[config.mk]
export PLATFORM = sky130hd
export DESIGN_NAME = uart_rx_mmio_flat
export DESIGN_NICKNAME = d
export VERILOG_FILES = /design/src/rtl/uart_rx_mmio_if.sv /design/src/rtl/uart_rx_mmio.sv /design/src/flat_wrapper.sv
export SDC_FILE = /design/constraint.sdc
export NUM_CORES = 1
export LEC_CHECK = 0
export CORE_MARGIN = 8
export CORE_UTILIZATION = 59
export CTS_BUF_LIST = sky130_fd_sc_hd__clkbuf_2
export CTS_CLUSTER_SIZE = 40
export DETAILED_ROUTE_END_ITERATION = 8
export GPL_TIMING_DRIVEN = 0
export HOLD_SLACK_MARGIN = 0.12
export PLACE_DENSITY = 0.88
export SKIP_CTS_REPAIR_TIMING = 1
export SLEW_MARGIN = 20
export SYNTH_ARGS = -nofsm -noshare
export SYNTH_HDL_FRONTEND = slang
export SYNTH_SLANG_ARGS = --single-unit
[constraint.sdc]
create_clock -name clk -period 8.61 [get_ports clk]
set_input_delay 1.722 -clock clk [delete_from_list [all_inputs] [get_ports clk]]
set_output_delay 1.722 -clock clk [all_outputs]
set_load 0.02 [all_outputs]
[src/rtl/uart_rx_mmio_if.sv]
// MMIO request/response bundle between the CPU-side bus and the UART receiver.
`ifndef ADDR_W
`define ADDR_W 32
`endif
`ifndef XLEN
`define XLEN 32
`endif
`ifndef IO_BASE_ADDR
`define IO_BASE_ADDR 32'h1000_0000
`endif
`ifndef UART_DIV
`define UART_DIV 16
`endif

interface uart_rx_mmio_if;
  logic              mmio_req;
  logic              mmio_we;
  logic [`ADDR_W-1:0] mmio_addr;
  logic [`XLEN-1:0]   mmio_wdata;
  logic              mmio_ready;
  logic [`XLEN-1:0]   mmio_rdata;

  modport master (
    output mmio_req, mmio_we, mmio_addr, mmio_wdata,
    input  mmio_ready, mmio_rdata
  );

  modport slave (
    input  mmio_req, mmio_we, mmio_addr, mmio_wdata,
    output mmio_ready, mmio_rdata
  );
endinterface

[src/rtl/uart_rx_mmio.sv]
// 8N1 UART receiver with a small receive FIFO, sticky error flags and an MMIO
// data/status register pair.
`ifndef ADDR_W
`define ADDR_W 32
`endif
`ifndef XLEN
`define XLEN 32
`endif
`ifndef IO_BASE_ADDR
`define IO_BASE_ADDR 32'h1000_0000
`endif
`ifndef UART_DIV
`define UART_DIV 16
`endif

// state     | meaning
// S_IDLE    | line idle, waiting for a falling edge
// S_START   | half-bit wait, confirm start bit
// S_DATA    | sampling 8 data bits, LSB first
// S_STOP    | sampling stop bit
// S_WAIT_HIGH | framing error seen, wait for line to return high
module uart_rx_mmio #(
  parameter int                 UART_DIV     = `UART_DIV,
  parameter int                 FIFO_DEPTH   = 8,
  parameter logic [`ADDR_W-1:0] RX_DATA_ADDR = `IO_BASE_ADDR + 32'h20,
  parameter logic [`ADDR_W-1:0] RX_STAT_ADDR = `IO_BASE_ADDR + 32'h24
) (
  input  logic           clk,
  input  logic           rst_n,
  uart_rx_mmio_if.slave  mmio,
  input  logic           uart_rx,
  output logic           rx_irq
);
  localparam int          AW       = $clog2(FIFO_DEPTH);
  localparam logic [15:0] CNT_FULL = 16'(UART_DIV - 1);
  localparam logic [15:0] CNT_HALF = 16'(UART_DIV / 2 - 1);

  typedef enum logic [2:0] {S_IDLE, S_START, S_DATA, S_STOP, S_WAIT_HIGH} state_t;

  logic rx_meta, rx_s;
  state_t state;
  logic [15:0] cnt;
  logic [2:0]  bit_idx;
  logic [7:0]  shift_q;

  logic [7:0]    mem [FIFO_DEPTH];
  logic [AW-1:0] wr_ptr, rd_ptr;
  logic [AW:0]   count;
  logic          overrun, frame_err;

  logic             ready_q, we_q, stat_hit_q;
  logic [2:0]       ctl_q;
  logic [`XLEN-1:0] rdata_q, rd_mux;

  logic stop_smp, push, frame_set, not_empty, full;
  logic accept, data_hit, stat_hit, pop, push_ok, ovr_set, wr_stat, flush;
  logic unused_wdata;

  assign unused_wdata = ^{mmio.mmio_wdata[`XLEN-1:4], mmio.mmio_wdata[0]};

  always_ff @(posedge clk or negedge rst_n) begin
    if (!rst_n) begin
      rx_meta <= 1'b1;
      rx_s    <= 1'b1;
    end else begin
      rx_meta <= uart_rx;
      rx_s    <= rx_meta;
    end
  end

  always_ff @(posedge clk or negedge rst_n) begin
    if (!rst_n) begin
      state   <= S_IDLE;
      cnt     <= '0;
      bit_idx <= '0;
      shift_q <= '0;
    end else begin
      case (state)
        S_IDLE: if (!rx_s) begin
          state <= S_START;
          cnt   <= CNT_HALF;
        end
        S_START: begin
          if (cnt != 16'd0) cnt <= cnt - 16'd1;
          else if (!rx_s) begin
            state   <= S_DATA;
            cnt     <= CNT_FULL;
            bit_idx <= '0;
          end else state <= S_IDLE;
        end
        S_DATA: begin
          if (cnt != 16'd0) cnt <= cnt - 16'd1;
          else begin
            shift_q[bit_idx] <= rx_s;
            cnt              <= CNT_FULL;
            if (bit_idx == 3'd7) state <= S_STOP;
            else bit_idx <= bit_idx + 3'd1;
          end
        end
        S_STOP: begin
          if (cnt != 16'd0) cnt <= cnt - 16'd1;
          else state <= rx_s ? S_IDLE : S_WAIT_HIGH;
        end
        S_WAIT_HIGH: if (rx_s) state <= S_IDLE;
        default: state <= S_IDLE;
      endcase
    end
  end

  assign stop_smp  = (state == S_STOP) && (cnt == 16'd0);
  assign push      = stop_smp && rx_s;
  assign frame_set = stop_smp && !rx_s;

  assign not_empty = (count != '0);
  assign full      = (count == (AW+1)'(FIFO_DEPTH));
  assign accept    = mmio.mmio_req && !ready_q;
  assign data_hit  = (mmio.mmio_addr == RX_DATA_ADDR);
  assign stat_hit  = (mmio.mmio_addr == RX_STAT_ADDR);
  assign pop       = accept && !mmio.mmio_we && data_hit && not_empty;
  // A pop in the same cycle frees the slot the incoming byte needs.
  assign push_ok   = push && (!full || pop);
  assign ovr_set   = push && full && !pop;
  assign wr_stat   = ready_q && we_q && stat_hit_q;
  assign flush     = wr_stat && ctl_q[2];

  always_ff @(posedge clk) begin
    if (push_ok && !flush) mem[wr_ptr] <= shift_q;
  end

  always_ff @(posedge clk or negedge rst_n) begin
    if (!rst_n) begin
      wr_ptr    <= '0;
      rd_ptr    <= '0;
      count     <= '0;
      overrun   <= 1'b0;
      frame_err <= 1'b0;
    end else begin
      if (flush) begin
        wr_ptr <= '0;
        rd_ptr <= '0;
        count  <= '0;
      end else begin
        if (push_ok) wr_ptr <= wr_ptr + 1'b1;
        if (pop)     rd_ptr <= rd_ptr + 1'b1;
        case ({push_ok, pop})
          2'b10:   count <= count + 1'b1;
          2'b01:   count <= count - 1'b1;
          default: count <= count;
        endcase
      end
      if (ovr_set) overrun <= 1'b1;
      else if (wr_stat && ctl_q[0]) overrun <= 1'b0;
      if (frame_set) frame_err <= 1'b1;
      else if (wr_stat && ctl_q[1]) frame_err <= 1'b0;
    end
  end

  always_comb begin
    rd_mux = '0;
    if (!mmio.mmio_we) begin
      if (data_hit && not_empty)
        rd_mux = `XLEN'({1'b1, mem[rd_ptr]});
      else if (stat_hit)
        rd_mux = `XLEN'({8'(count), 4'b0, 1'b0, frame_err, overrun, not_empty});
    end
  end

  always_ff @(posedge clk or negedge rst_n) begin
    if (!rst_n) begin
      ready_q    <= 1'b0;
      we_q       <= 1'b0;
      stat_hit_q <= 1'b0;
      ctl_q      <= '0;
      rdata_q    <= '0;
      rx_irq     <= 1'b0;
    end else begin
      ready_q <= accept;
      rx_irq  <= not_empty | overrun | frame_err;
      if (accept) begin
        we_q       <= mmio.mmio_we;
        stat_hit_q <= stat_hit;
        ctl_q      <= mmio.mmio_wdata[3:1];
        rdata_q    <= rd_mux;
      end else begin
        rdata_q <= '0;
      end
    end
  end

  assign mmio.mmio_ready = ready_q;
  assign mmio.mmio_rdata = rdata_q;
endmodule

[src/flat_wrapper.sv]
// flat-port wrapper written by rule: the top's interface ports become plain ports
module uart_rx_mmio_flat 
#(
  parameter int                 UART_DIV     = `UART_DIV,
  parameter int                 FIFO_DEPTH   = 8,
  parameter logic [`ADDR_W-1:0] RX_DATA_ADDR = `IO_BASE_ADDR + 32'h20,
  parameter logic [`ADDR_W-1:0] RX_STAT_ADDR = `IO_BASE_ADDR + 32'h24
)
  (clk, rst_n, uart_rx, rx_irq, mmio_mmio_req, mmio_mmio_we, mmio_mmio_addr, mmio_mmio_wdata, mmio_mmio_ready, mmio_mmio_rdata);
  uart_rx_mmio_if mmio_i ();
  input  logic clk;
  input  logic rst_n;
  input  logic uart_rx;
  output logic rx_irq;
  input wire logic [$bits(mmio_i.mmio_req)-1:0] mmio_mmio_req;
  input wire logic [$bits(mmio_i.mmio_we)-1:0] mmio_mmio_we;
  input wire logic [$bits(mmio_i.mmio_addr)-1:0] mmio_mmio_addr;
  input wire logic [$bits(mmio_i.mmio_wdata)-1:0] mmio_mmio_wdata;
  output wire logic [$bits(mmio_i.mmio_ready)-1:0] mmio_mmio_ready;
  output wire logic [$bits(mmio_i.mmio_rdata)-1:0] mmio_mmio_rdata;
  assign mmio_i.mmio_req = mmio_mmio_req;
  assign mmio_i.mmio_we = mmio_mmio_we;
  assign mmio_i.mmio_addr = mmio_mmio_addr;
  assign mmio_i.mmio_wdata = mmio_mmio_wdata;
  assign mmio_mmio_ready = mmio_i.mmio_ready;
  assign mmio_mmio_rdata = mmio_i.mmio_rdata;
  uart_rx_mmio #(.UART_DIV(UART_DIV), .FIFO_DEPTH(FIFO_DEPTH), .RX_DATA_ADDR(RX_DATA_ADDR), .RX_STAT_ADDR(RX_STAT_ADDR)) u_core (.clk(clk), .rst_n(rst_n), .mmio(mmio_i), .uart_rx(uart_rx), .rx_irq(rx_irq));
endmodule
Word-level counts from Yosys, hierarchy flattened
Memories as Yosys holds them, arrays and structs flattened.
Cells that the tools add are included.

storage, ports and cells
  RAM bits = 64
  memories kept = 1
  output and inout bits = 34
  logic and storage cells = 128
  input bits = 69
  register bits after elaboration = 83

memories
  memory      depth  bits a word  rd ports  clocked after Yosys merged registers in  wr ports  RTL line            text
  u_core.mem  8      8            1         0                                        1         uart_rx_mmio.sv:46  logic [7:0] mem [FIFO_DEPTH];

operators by class
  bitwise logic cells = 3
  mux-type cells = 39
  equal/unequal tests = 20
  reduce and logical (&&, ||, !) cells = 40
  $add $sub $neg = 6
  order comparisons = 2

operator list
  kind                                                   number
  2-to-1 mux 32 bit                                      3
  2-to-1 mux 16 bit                                      5
  equality test 32 x 29 -> 1 bit, second input constant  2
  case mux 16 bit (4 select lines)                       1
  2-to-1 mux 3 bit                                       15
  logical AND 1 bit                                      18
  logical NOT 16 bit                                     1
  nonzero test 16 bit                                    1
  subtractor 16 x 1 -> 16 bit, second input constant     1
  case mux 3 bit (5 select lines)                        1
  2-to-1 mux 12 bit                                      1
  != test 2 bit, second input constant                   6
  nonzero test 2 bit                                     5
  adder 3 x 1 -> 3 bit, second input constant            3
  bitwise mux 8 bit                                      1
  case mux 4 bit (2 select lines)                        1
  nonzero test 4 bit                                     2
  2-to-1 mux 1 bit                                       7
  equality test 3 x 2 -> 1 bit, second input constant    2
  equality test 3 bit, second input constant             2
  logical NOT 1 bit                                      6
  != test 2 x 1 -> 1 bit, second input constant          3
  case mux 3 bit (2 select lines)                        1
  AND reduction 6 bit                                    1
  20 further kinds                                       21

Longest topological paths before layout
Gate-level depths: netlist of the first run.

  depth in word-level cells = 10
  gate-level depth with buffers = 12
  mapped depth without buffers = 11

Least setup slack after synthesis of the first run
OpenSTA, ideal clock, no wires.

  path kind = input port to flip-flop
  start point = input port mmio_mmio_req
  end point = register u_core.count[3]
  arrival = 3.879 ns
  stages on the path = 11
  required time = 8.544 ns
  path slack = 4.665 ns
  library setup time = 0.066 ns
  buffers on the path = 1
  cells stage by stage = nor2b_1 -> clkbuf_1 -> and4_1 -> nand4_1 -> nor2_2 -> ha_1 -> a21o_1 -> a21oi_1 -> nor4b_1 -> or4_1 -> nand2_1

on the way
  word-level cells in the longest chain between the ends = 9

ends and longest elaborated chain
  element                                                                     RTL line             text
  start: declaration                                                          flat_wrapper.sv:15   input wire logic [$bits(mmio_i.mmio_req)-1:0] mmio_mmio_req;
  logical AND 1 bit *                                                         uart_rx_mmio.sv:116  assign accept = mmio.mmio_req && !ready_q;
  named net u_core.accept                                                     uart_rx_mmio.sv:56   logic accept, data_hit, stat_hit, pop, push_ok, ovr_set, wr_stat, flush;
  logical AND 1 bit * (3 in series)                                           uart_rx_mmio.sv:119  assign pop = accept && !mmio.mmio_we && data_hit && not_empty;
  logical OR 1 bit                                                            uart_rx_mmio.sv:121  assign push_ok = push && (!full || pop);
  logical AND 1 bit                                                           uart_rx_mmio.sv:121
  equality test 2 x 1 -> 1 bit / equality test 2 bit (equally long branches)  uart_rx_mmio.sv:145  case ({push_ok, pop})
  case mux 4 bit (2 select lines)                                             uart_rx_mmio.sv:145
  2-to-1 mux 4 bit                                                            uart_rx_mmio.sv:138  if (flush) begin
  end signal: assignment                                                      uart_rx_mmio.sv:146  2'b10: count <= count + 1'b1;
  end signal: assignment                                                      uart_rx_mmio.sv:147  2'b01: count <= count - 1'b1;
  end signal: assignment                                                      uart_rx_mmio.sv:148  default: count <= count;
  end: declaration                                                            uart_rx_mmio.sv:48   logic [AW:0] count;

Mark *: on every way through the listed nets, which the timed path passes. The rest lies on a longest branch.
A chain may end at the register's enable or synchronous reset.

Worst setup path after layout of the first run
  start point = input port mmio_mmio_req
  end point = memory u_core.mem[6][0] (enable)

on the way
  word-level cells in the longest chain between the ends = 9

ends and longest elaborated chain
  element                                 RTL line             text
  logical AND 1 bit                       uart_rx_mmio.sv:116
  named net u_core.accept                 uart_rx_mmio.sv:56
  logical AND 1 bit (3 in series)         uart_rx_mmio.sv:119
  logical OR 1 bit                        uart_rx_mmio.sv:121
  logical AND 1 bit                       uart_rx_mmio.sv:121
  logical AND 1 bit                       uart_rx_mmio.sv:127  if (push_ok && !flush) mem[wr_ptr] <= shift_q;
  2-to-1 mux 1 bit                        uart_rx_mmio.sv:127
  2-to-1 mux 1 bit (implied by the code)  uart_rx_mmio.sv:127
  end: declaration                        uart_rx_mmio.sv:46

The timed path passes the listed nets, and every way through them passes these cells.

==> summary.md, run 1 <==
| Metric | Value |
|---|---|
| Clock Sinks | 127 |
| Status | complete, no violations |
| Initial DRC Count | 326 |
| CP Class | in2reg |
| WP data required | 8.92 ns |
| Final Net Count | 614 |
| Slowest stage delay, CP | 0.70 ns |
| Drt drc | 0 |
| Avg WL per Cell | 17.3 um |
| Final Cycle Share | 48.3% |
| Latest clock arrival within the worst-skew pair | 0.67 ns |
| Minimum clock period | 4.16 ns |
| Layout cells sized above 1 | 19.1% |
| Initial core utilization | 59.9% |
| Remaining global-route overflow | 0 |
| Clk_skew | 0.0271 ns |
| Initial DRT Pass Iterations | 4 |
| Post-synth top area cell | edfxtp_1 |
| Synth warn | 0 |
| Diodes inserted | 0 |
| CTS Buffer Depth | 2 |
| Routed WL | 11,800 um |
| Number of placed I/O pins | 103 |
| Number of buffers and inverters on the critical path | 3 |
| Initial antenna violation count | 0 |
| Row count | 36 |
| Worst IR drop on VDD | 147 uV |
| Slowest CP cell | nor2_1 |
| Setup violations, final | 0 |
| Via count | 3,822 |
| Top FF cell, synth | edfxtp_1 |
| Hpwl dp | 8580 um |
| RSZ-0062 raised after global routing | false |
| IO Port Bufs | 53 |
| Cell breakdown of the critical path | clkdlybuf4s50_1 -> nor2b_1 -> clkbuf_1 -> and4_1 -> and4_1 -> buf_2 -> o21ai_2 -> or3_4 -> nor2_1 |
| Final Util | 70.6% |
| Root Buffer | clkbuf_2 |
| CP Max Fanout | 10 |
| Fin. max-slew vios | 0 |
| First-pass GRT wire length | 19,200 um |
| Worst hold path class | reg2reg |
| Fmax achieved | 240 MHz |
| Sequential fraction of the synthesis area | 60.7% |
| Mux share of post-synthesis cell area | 10.1% |
| CTS H-tree lvls | 4 |
| Avg Inst Size Synth | 13.0 um^2 |
| CTS tree | built |
| Critical path data arrival time | 4.47 ns |
| Layout area overhead | 17.9% |
| Overall global routing resource usage | 19.0% |
| CP delay by family, top | simple AND/OR/NAND/NOR gates |
| Most used cell, CP | and4_1 |
| Critical path launch point type | input pin |
| #FFs+latches synth | 127 |
| Top-area cell type share of the netlist area | 33.3% |
| EDFF count, synth | 64 |
| Synth Area in Simple Gates | 14.4% |
| Vias in the first global route | 3,902 |
| Die ar. | 0.0132 mm^2 |
| Main combinational cell family by area after synthesis | simple AND/OR/NAND/NOR gates |
| Setup_tns | 0 ns |
| Num CTS Buffers | 17 |
| Synthesized area | 0.00577 mm^2 |
| Placer Congestion | 0.846 |
| Die H | 115 um |
| Routed Antenna Nets | 0 |
| PwrDens | 201 mW/mm^2 |
| Async SR Flop Fraction | 49.6% |
| CORE AREA | 0.00964 mm^2 |
| Max Cap Viol | 0 |
| # fillers | 694 |
| Crit path capture type | flip-flop |
| Die Wd | 115 um |
| Leakage | 2.67 nW |
| Vias per cell | 5.60 |
| Adder-cell area share of the yosys netlist | 1.86% |
| Fin. Hold Viols | 0 |
| Ranking of synthesized cells by area | edfxtp_1 33%, dfrtp_1 26%, mux4_2 6.2% |
| Xor/xnor cell area share of the yosys netlist | 2.43% |
| Max-slew headroom | 39.4% |
| Unique masters post-synth | 57 |
| Post-Synthesis Cells | 445 |
| Clock slew at reported path FFs | 0.20 ns |
| Worst-margin pin slew | 0.906 ns |
| Pin count of the biggest net entering global routing | 57 |
| Post-synthesis compound-gate area fraction | 5.57% |
-- synthesized netlist by cell type (3+ instances only) --
cell type  count
mux2_2        12
or4_4          3
o31ai_1        3
a21oi_1       11
nor2_1        46
nand3_1        8
xor2_1         5
nor4b_1        3
dfrtp_1       61
o21ai_0        7
xnor2_1       11
ha_1           7
and4_1         5
or3_1          4
clkbuf_1      13
nor4_1        16
mux4_2        16
mux2i_1        9
a31oi_1        6
and3_1         5
o22ai_1        5
nand4_1        4
nand2_1       27
nor3_1        10
edfxtp_1      64
nand2b_1       4
buf_2          5
buf_4         21
a211oi_1       3
inv_1         12
-- flip-flops by register name (all words and copies together) (netlist names), 4 cells and up --
register and flops:
u_core.mem 64, u_core.shift_q 8, u_core.mmio.mmio_rdata 12, u_core.cnt 16
u_core.count 4
-- placed cells by master (no fill, tap or decap), types with 12 or more instances in the layout --
| cell type | instances |
|---|---|
| buf_4 | 22 |
| clkbuf_1 | 13 |
| clkbuf_2 | 17 |
| clkdlybuf4s50_1 | 52 |
| conb_1 | 20 |
| dfrtp_1 | 61 |
| edfxtp_1 | 64 |
| inv_1 | 12 |
| mux2_2 | 12 |
| mux4_2 | 16 |
| nand2_1 | 27 |
| nor2_1 | 46 |
| nor4_1 | 16 |
-- through the flow --
stage	area (um^2)	hold WS, ns	cells	worst slack, ns	total power, mW
floorplan	5840	0.345	464	4.67	0.942
global placement	6540	0.346	650	3.68	1.01
detailed placement	6570	0.349	651	3.74	1.02
CTS	6800	0.374	683	4.48	1.37
global route	6800	0.380	683	4.33	1.44
finish	6800	0.372	683	4.45	1.37
-- report_power, final --
group	switching, mW	internal (mW)
Sequential	0.0550	0.684
Clock	0.242	0.113
Combinational	0.150	0.124
Total	0.447	0.921
-- worst paths after layout --
kind                                                       end  slack (ns)  cells after the start                      start
max in group asynchronous             u_core.rx_meta$_DFF_PN1_        7.22                      2                      rst_n
max                                 u_core.mem[6][0]$_DFFE_PP_        4.45                      9              mmio_mmio_req
min in group asynchronous  u_core.mmio.mmio_rdata[6]$_DFF_PN0_        0.84                      1                      rst_n
min reg2reg                              u_core.rx_s$_DFF_PN1_        0.37                      0   u_core.rx_meta$_DFF_PN1_
max reg2reg                         u_core.mem[6][0]$_DFFE_PP_        5.30                      7  u_core.cnt[9]$_DFFE_PN0P_
min                                      u_core.rx_s$_DFF_PN1_        0.37                      0   u_core.rx_meta$_DFF_PN1_
-- cell type report --
type,count,area (um^2),share of cell area (%)
well taps,133,166,2.45
clock inverters,15,149,2.19
plain buffers,41,239,3.51
repair buffers,54,556,8.16
inverters,12,45.0,0.662
flip-flops and latches,127,3500,51.5
multi-input cells,284,2060,30.3
clock buffers,17,85.1,1.25
-- cells by family (layout without fill, tap and decap cells) --
group,count (synthesis),after routing
AND/OR/NAND/NOR,154,154
AO/OA/AOI/OAI,49,49
multiplexers,37,37
adder cells (fa/ha/maj),8,8
flip-flops,127,127
other,1,20
buffers and inverters,53,139
XOR/XNOR,16,16
-- layer usage --
| metal | global-route usage [%] | vias up | wire length, um |
|---|---|---|---|
| met4 | 7.53 | 0 | 252 |
| met2 | 34.7 | 102 | 6330 |
| li1 | - | 1804 | - |
| met3 | 4.20 | 22 | 550 |
| met5 | 0 | - | 0 |
| met1 | 21.1 | 1894 | 4700 |
(Power assumes the default switching activity.)
==> run 2: changes to the inputs <==
--- a/config.mk
+++ b/config.mk
@@ -6,13 +6,13 @@
 export NUM_CORES = 1
 export LEC_CHECK = 0
 export CORE_MARGIN = 8
-export CORE_UTILIZATION = 59
+export CORE_UTILIZATION = 55
 export CTS_BUF_LIST = sky130_fd_sc_hd__clkbuf_2
 export CTS_CLUSTER_SIZE = 40
 export DETAILED_ROUTE_END_ITERATION = 8
 export GPL_TIMING_DRIVEN = 0
 export HOLD_SLACK_MARGIN = 0.12
-export PLACE_DENSITY = 0.88
+export PLACE_DENSITY = 0.83
 export SKIP_CTS_REPAIR_TIMING = 1
 export SLEW_MARGIN = 20
 export SYNTH_ARGS = -nofsm -noshare
==> constraint.sdc (replaced) <==
create_clock -name clk -period 4.05 [get_ports clk]
set_input_delay 0.81 -clock clk [delete_from_list [all_inputs] [get_ports clk]]
set_output_delay 0.81 -clock clk [all_outputs]
set_load 0.02 [all_outputs]
==> summary.md, run 2 (synthesis gave the netlist of run 1 again) <==
| Metric | Value |
|---|---|
| # fillers | 755 |
| CP startpoint | mmio_mmio_req |
| Initial core utilization | 56.2% |
| Drt drc | 0 |
| Highest-count cells in the layout ignoring fill and taps | 64 x edfxtp_1, 61 x dfrtp_1, 52 x clkdlybuf4s50_1, 46 x nor2_1, 27 x nand2_1 |
| Footprint of the multi-input gates | 0.00206 mm^2 |
| Initial DRT Pass Iterations | 4 |
| Max-slew headroom | 37.7% |
| Top reg by flops | u_core.mem |
| Worst Hold Path Cells | 0 |
| Placed inst area | 0.00657 mm^2 |
| Status | complete, no violations |
| CP Max Fanout | 10 |
| CP Class | in2reg |
| Fin. Hold Viols | 0 |
| Die H | 118 um |
| Die ar. | 0.0140 mm^2 |
| Latest clock arrival within the worst-skew pair | 0.68 ns |
| Max reg flops | 64 |
| Overall global routing resource usage | 17.7% |
| Max Cap Viol | 0 |
| Hold wc startpoint | u_core.rx_meta$_DFF_PN1_ |
| Cell breakdown of the critical path | clkdlybuf4s50_1 -> nor2b_1 -> clkbuf_1 -> and4_1 -> and4_1 -> buf_2 -> o21ai_2 -> or3_4 -> nor2_1 |
| PwrDens | 436 mW/mm^2 |
| Fin area | 0.00683 mm^2 |
| Layout area overhead | 18.4% |
| Die Wd | 118 um |
| Total power | 2.98 mW |
| Diodes inserted | 0 |
| Clock slew at reported path FFs | 0.17 ns |
| Layout cells sized above 1 | 18.9% |
| Routed WL | 12,100 um |
| Minimum clock period | 3.31 ns |
| Via count | 3,798 |
| CTS tree | built |
| Final hold slack | 0.366 ns |
| Number of placed I/O pins | 103 |
| IO Port Bufs | 53 |
| Fin. max-slew vios | 0 |
| Final Cycle Share | 81.6% |
| Placer Congestion | 0.869 |
| Endpoint, Worst Hold | u_core.rx_s$_DFF_PN1_ |
| Critical path data arrival time | 3.59 ns |
| Most used cell, CP | and4_1 |
| Root Buffer | clkbuf_2 |
| Critical path launch point type | input pin |
| First-pass GRT wire length | 19,800 um |
| RSZ-0062 raised after global routing | false |
| Worst-margin pin slew | 0.931 ns |
| Row count | 37 |
| Fmax achieved | 303 MHz |
| CP delay by family, top | simple AND/OR/NAND/NOR gates |
| Number of buffers and inverters on the critical path | 3 |
| Leakage | 2.69 nW |
| CTS H-tree lvls | 4 |
| Vias per cell | 5.53 |
| Setup violations, final | 0 |
| Num CTS Buffers | 17 |
| WP data required | 4.33 ns |
| Slowest CP cell | nor2_1 |
| Clock Sinks | 127 |
| Storage cell area | 0.00350 mm^2 |
| Instance count on the critical path | 9 |
| Avg WL per Cell | 17.6 um |
| Initial DRC Count | 290 |
| FF-to-FF Start | u_core.cnt[9]$_DFFE_PN0P_ |
| Worst hold path class | reg2reg |
| Setup_tns | 0 ns |
| Crit path capture type | flip-flop |
| Remaining global-route overflow | 0 |
| CORE AREA | 0.0103 mm^2 |
| Routed Antenna Nets | 0 |
| Pin count of the biggest net entering global routing | 37 |
| Worst r2r dst | u_core.mem[2][4]$_DFFE_PP_ |
| Vias in the first global route | 3,960 |
| R2R setup slack | 0.75 ns |
| CTS Buffer Depth | 2 |
| R2R depth | 7 |
| Most common cell after layout, fill and taps aside | edfxtp_1 |
| Initial antenna violation count | 0 |
| Slowest stage delay, CP | 0.72 ns |
| Clk_skew | 0.0458 ns |
| Worst IR drop on VDD | 316 uV |
| Final Net Count | 615 |
| Hpwl dp | 8700 um |
==> run 2: report_power, final <==
| part | switching, mW | internal (mW) |
|---|---|---|
| clock | 0.475 | 0.346 |
| combinational | 0.323 | 0.263 |
| sequential | 0.119 | 1.45 |
| total | 0.918 | 2.06 |
==> run 2: final cells by class <==
type	count	share of cell area [%]
clock buffers	18	1.32
plain buffers	41	3.50
repair buffers	55	8.17
clock inverters	14	2.45
multi-input cells	284	30.2
inverters	12	0.659
well taps	136	2.49
flip-flops and latches	127	51.2
==> run 2: worst max-delay path by stage <==
stage,to
after CTS,u_core.mem[2][4]$_DFFE_PP_
after floorplan,u_core.count[3]$_DFFE_PN0P_
after global routing,u_core.mem[2][4]$_DFFE_PP_
after global placement,u_core.mem[1][5]$_DFFE_PP_
final,u_core.mem[2][4]$_DFFE_PP_
after detailed placement,u_core.mem[2][5]$_DFFE_PP_
==> run 2: through the flow <==
step	cells	setup WS [ns]	utilization, %
3_5_place_dp	654	0.0754	63.9
3_3_place_gp	653	-0.0383	63.7
5_1_grt	687	0.614	66.5
2_1_floorplan	464	1.02	-
6_report	687	0.745	66.5
4_1_cts	686	0.769	66.4
==> run 2: routing by layer <==
metal	global-route usage, %	vias up	wire (um)	part of all wire, %
li1	-	1805	-	-
met1	20.2	1879	4780	39
met2	32.0	92	6560	54
met3	4.14	22	553	4.6
met4	5.93	0	206	1.7
met5	0	-	0	0
==> run 3: changes to the inputs <==
==> constraint.sdc (replaced) <==
create_clock -name clk -period 3.3 [get_ports clk]
set_input_delay 0.66 -clock clk [delete_from_list [all_inputs] [get_ports clk]]
set_output_delay 0.66 -clock clk [all_outputs]
set_load 0.02 [all_outputs]
==> summary.md, run 3 (synthesis gave the netlist of run 1 again) <==
| Metric | Value |
|---|---|
| Hold wc startpoint | u_core.rx_meta$_DFF_PN1_ |
| Vias per cell | 5.51 |
| Critical path launch point type | flip-flop |
| Clock slew at reported path FFs | 0.17 ns |
| WP data required | 3.59 ns |
| Die H | 118 um |
| CTS Buffer Depth | 2 |
| Setup violations, final | 0 |
| Pin count of the biggest net entering global routing | 37 |
| Row count | 37 |
| CP Max Fanout | 8 |
| CTS tree | built |
| Max Cap Viol | 0 |
| Crit path capture type | flip-flop |
| Via count | 3,792 |
| Initial DRC Count | 281 |
| Final Cycle Share | 96.2% |
| Clk_skew | 0.0535 ns |
| Die Wd | 118 um |
| Initial antenna violation count | 0 |
| Final Net Count | 616 |
| Diodes inserted | 0 |
| Initial core utilization | 56.2% |
| Worst IR drop on VDD | 402 uV |
| # fillers | 748 |
| Number of placed I/O pins | 103 |
| Worst-margin pin slew | 0.915 ns |
| CP Class | reg2reg |
| Worst Hold Path Cells | 0 |
| Leakage | 2.69 nW |
| Final hold slack | 0.366 ns |
| RSZ-0062 raised after global routing | true |
| Remaining global-route overflow | 0 |
| Initial DRT Pass Iterations | 5 |
| Routed Antenna Nets | 0 |
| Vias in the first global route | 3,960 |
| Slowest CP cell | nor2_1 |
| Critical path data arrival time | 3.47 ns |
| Clock Sinks | 127 |
| Max-slew headroom | 38.8% |
| Worst hold path class | reg2reg |
| Number of buffers and inverters on the critical path | 1 |
| Num CTS Buffers | 17 |
| Storage cell area | 0.00350 mm^2 |
| Pre-CTS WS | -0.525 ns |
| Hpwl dp | 8700 um |
| Placer Congestion | 0.869 |
| Cell breakdown of the critical path | or4_4 -> nor4_4 -> and3_1 -> buf_4 -> o21ai_2 -> or3_4 -> nor2_1 |
| Worst r2r dst | u_core.mem[6][0]$_DFFE_PP_ |
| Avg WL per Cell | 17.7 um |
| Total power | 3.69 mW |
| Slowest stage delay, CP | 0.65 ns |
| R2R setup slack | 0.13 ns |
| Fmax achieved | 315 MHz |
| Latest clock arrival within the worst-skew pair | 0.69 ns |
| PwrDens | 537 mW/mm^2 |
| Setup ws final | 0.125 ns |
| Fin. max-slew vios | 0 |
| Top reg by flops | u_core.mem |
| Layout cells sized above 1 | 19.6% |
| Max reg flops | 64 |
| Footprint of the multi-input gates | 0.00208 mm^2 |
| Routed WL | 12,200 um |
| First-pass GRT wire length | 19,800 um |
| CORE AREA | 0.0103 mm^2 |
| Drt drc | 0 |
| FF-to-FF Start | u_core.cnt[9]$_DFFE_PN0P_ |
| CTS H-tree lvls | 4 |
| Layout area overhead | 18.9% |
| Minimum clock period | 3.17 ns |
| CP delay by family, top | simple AND/OR/NAND/NOR gates |
| R2R depth | 7 |
| Most common cell after layout, fill and taps aside | edfxtp_1 |
| Status | complete, no violations |
| Root Buffer | clkbuf_2 |
| Die ar. | 0.0140 mm^2 |
| Endpoint, Worst Hold | u_core.rx_s$_DFF_PN1_ |
| Highest-count cells in the layout ignoring fill and taps | 64 x edfxtp_1, 61 x dfrtp_1, 52 x clkdlybuf4s50_1, 45 x nor2_1, 27 x nand2_1 |
| Overall global routing resource usage | 17.7% |
| IO Port Bufs | 53 |
| Fin. Hold Viols | 0 |
## run 3: through the flow
stage	area, um^2	setup TNS (ns)	std cells	utilization (%)
after floorplan	5840	0	464	-
after global placement	6540	-52.51	653	63.7
after detailed placement	6570	-26.83	654	63.9
after CTS	6820	0	686	66.4
after global routing	6860	-0.0716	688	66.8
final	6860	0	688	66.8
## run 3: worst max path at each step
| stage | slack, ns | startpoint | endpoint | depth (start not counted) |
|---|---|---|---|---|
| 6_report | 0.13 | u_core.cnt[9]$_DFFE_PN0P_ | u_core.mem[6][0]$_DFFE_PP_ | 7 |
| 3_5_place_dp | -0.52 | mmio_mmio_req | u_core.mem[2][5]$_DFFE_PP_ | 9 |
| 3_3_place_gp | -0.64 | mmio_mmio_req | u_core.mem[1][5]$_DFFE_PP_ | 8 |
| 5_1_grt | -0.02 | u_core.cnt[11]$_DFFE_PN0P_ | u_core.mem[4][7]$_DFFE_PP_ | 7 |
| 4_1_cts | 0.02 | u_core.cnt[9]$_DFFE_PN0P_ | u_core.mem[2][4]$_DFFE_PP_ | 7 |
| 2_1_floorplan | 0.42 | mmio_mmio_req | u_core.count[3]$_DFFE_PN0P_ | 11 |
## run 3: report_power, final
part	leakage, nW	internal [mW]	switching, mW
combinational	1.15	0.334	0.406
sequential	1.39	1.78	0.153
clock	0.152	0.425	0.587
## run 3: routing by layer
layer	track usage, %	share of wire, %	vias to the layer above
met1	20.2	39	1873
met2	32.0	55	91
met3	4.14	4.7	19
li1	-	-	1809
met4	5.93	1.2	0
met5	0	0	-
## run 3: area by class of cell
class                           instances  area share [%]
Tap cell                              136            2.48
Clock buffer                           18            1.31
Inverter                               12           0.656
Buffer                                 41            3.48
Sequential cell                       127            51.0
Clock inverter                         14            2.44
Multi-Input combinational cell        284            30.4
Timing Repair Buffer                   56            8.24
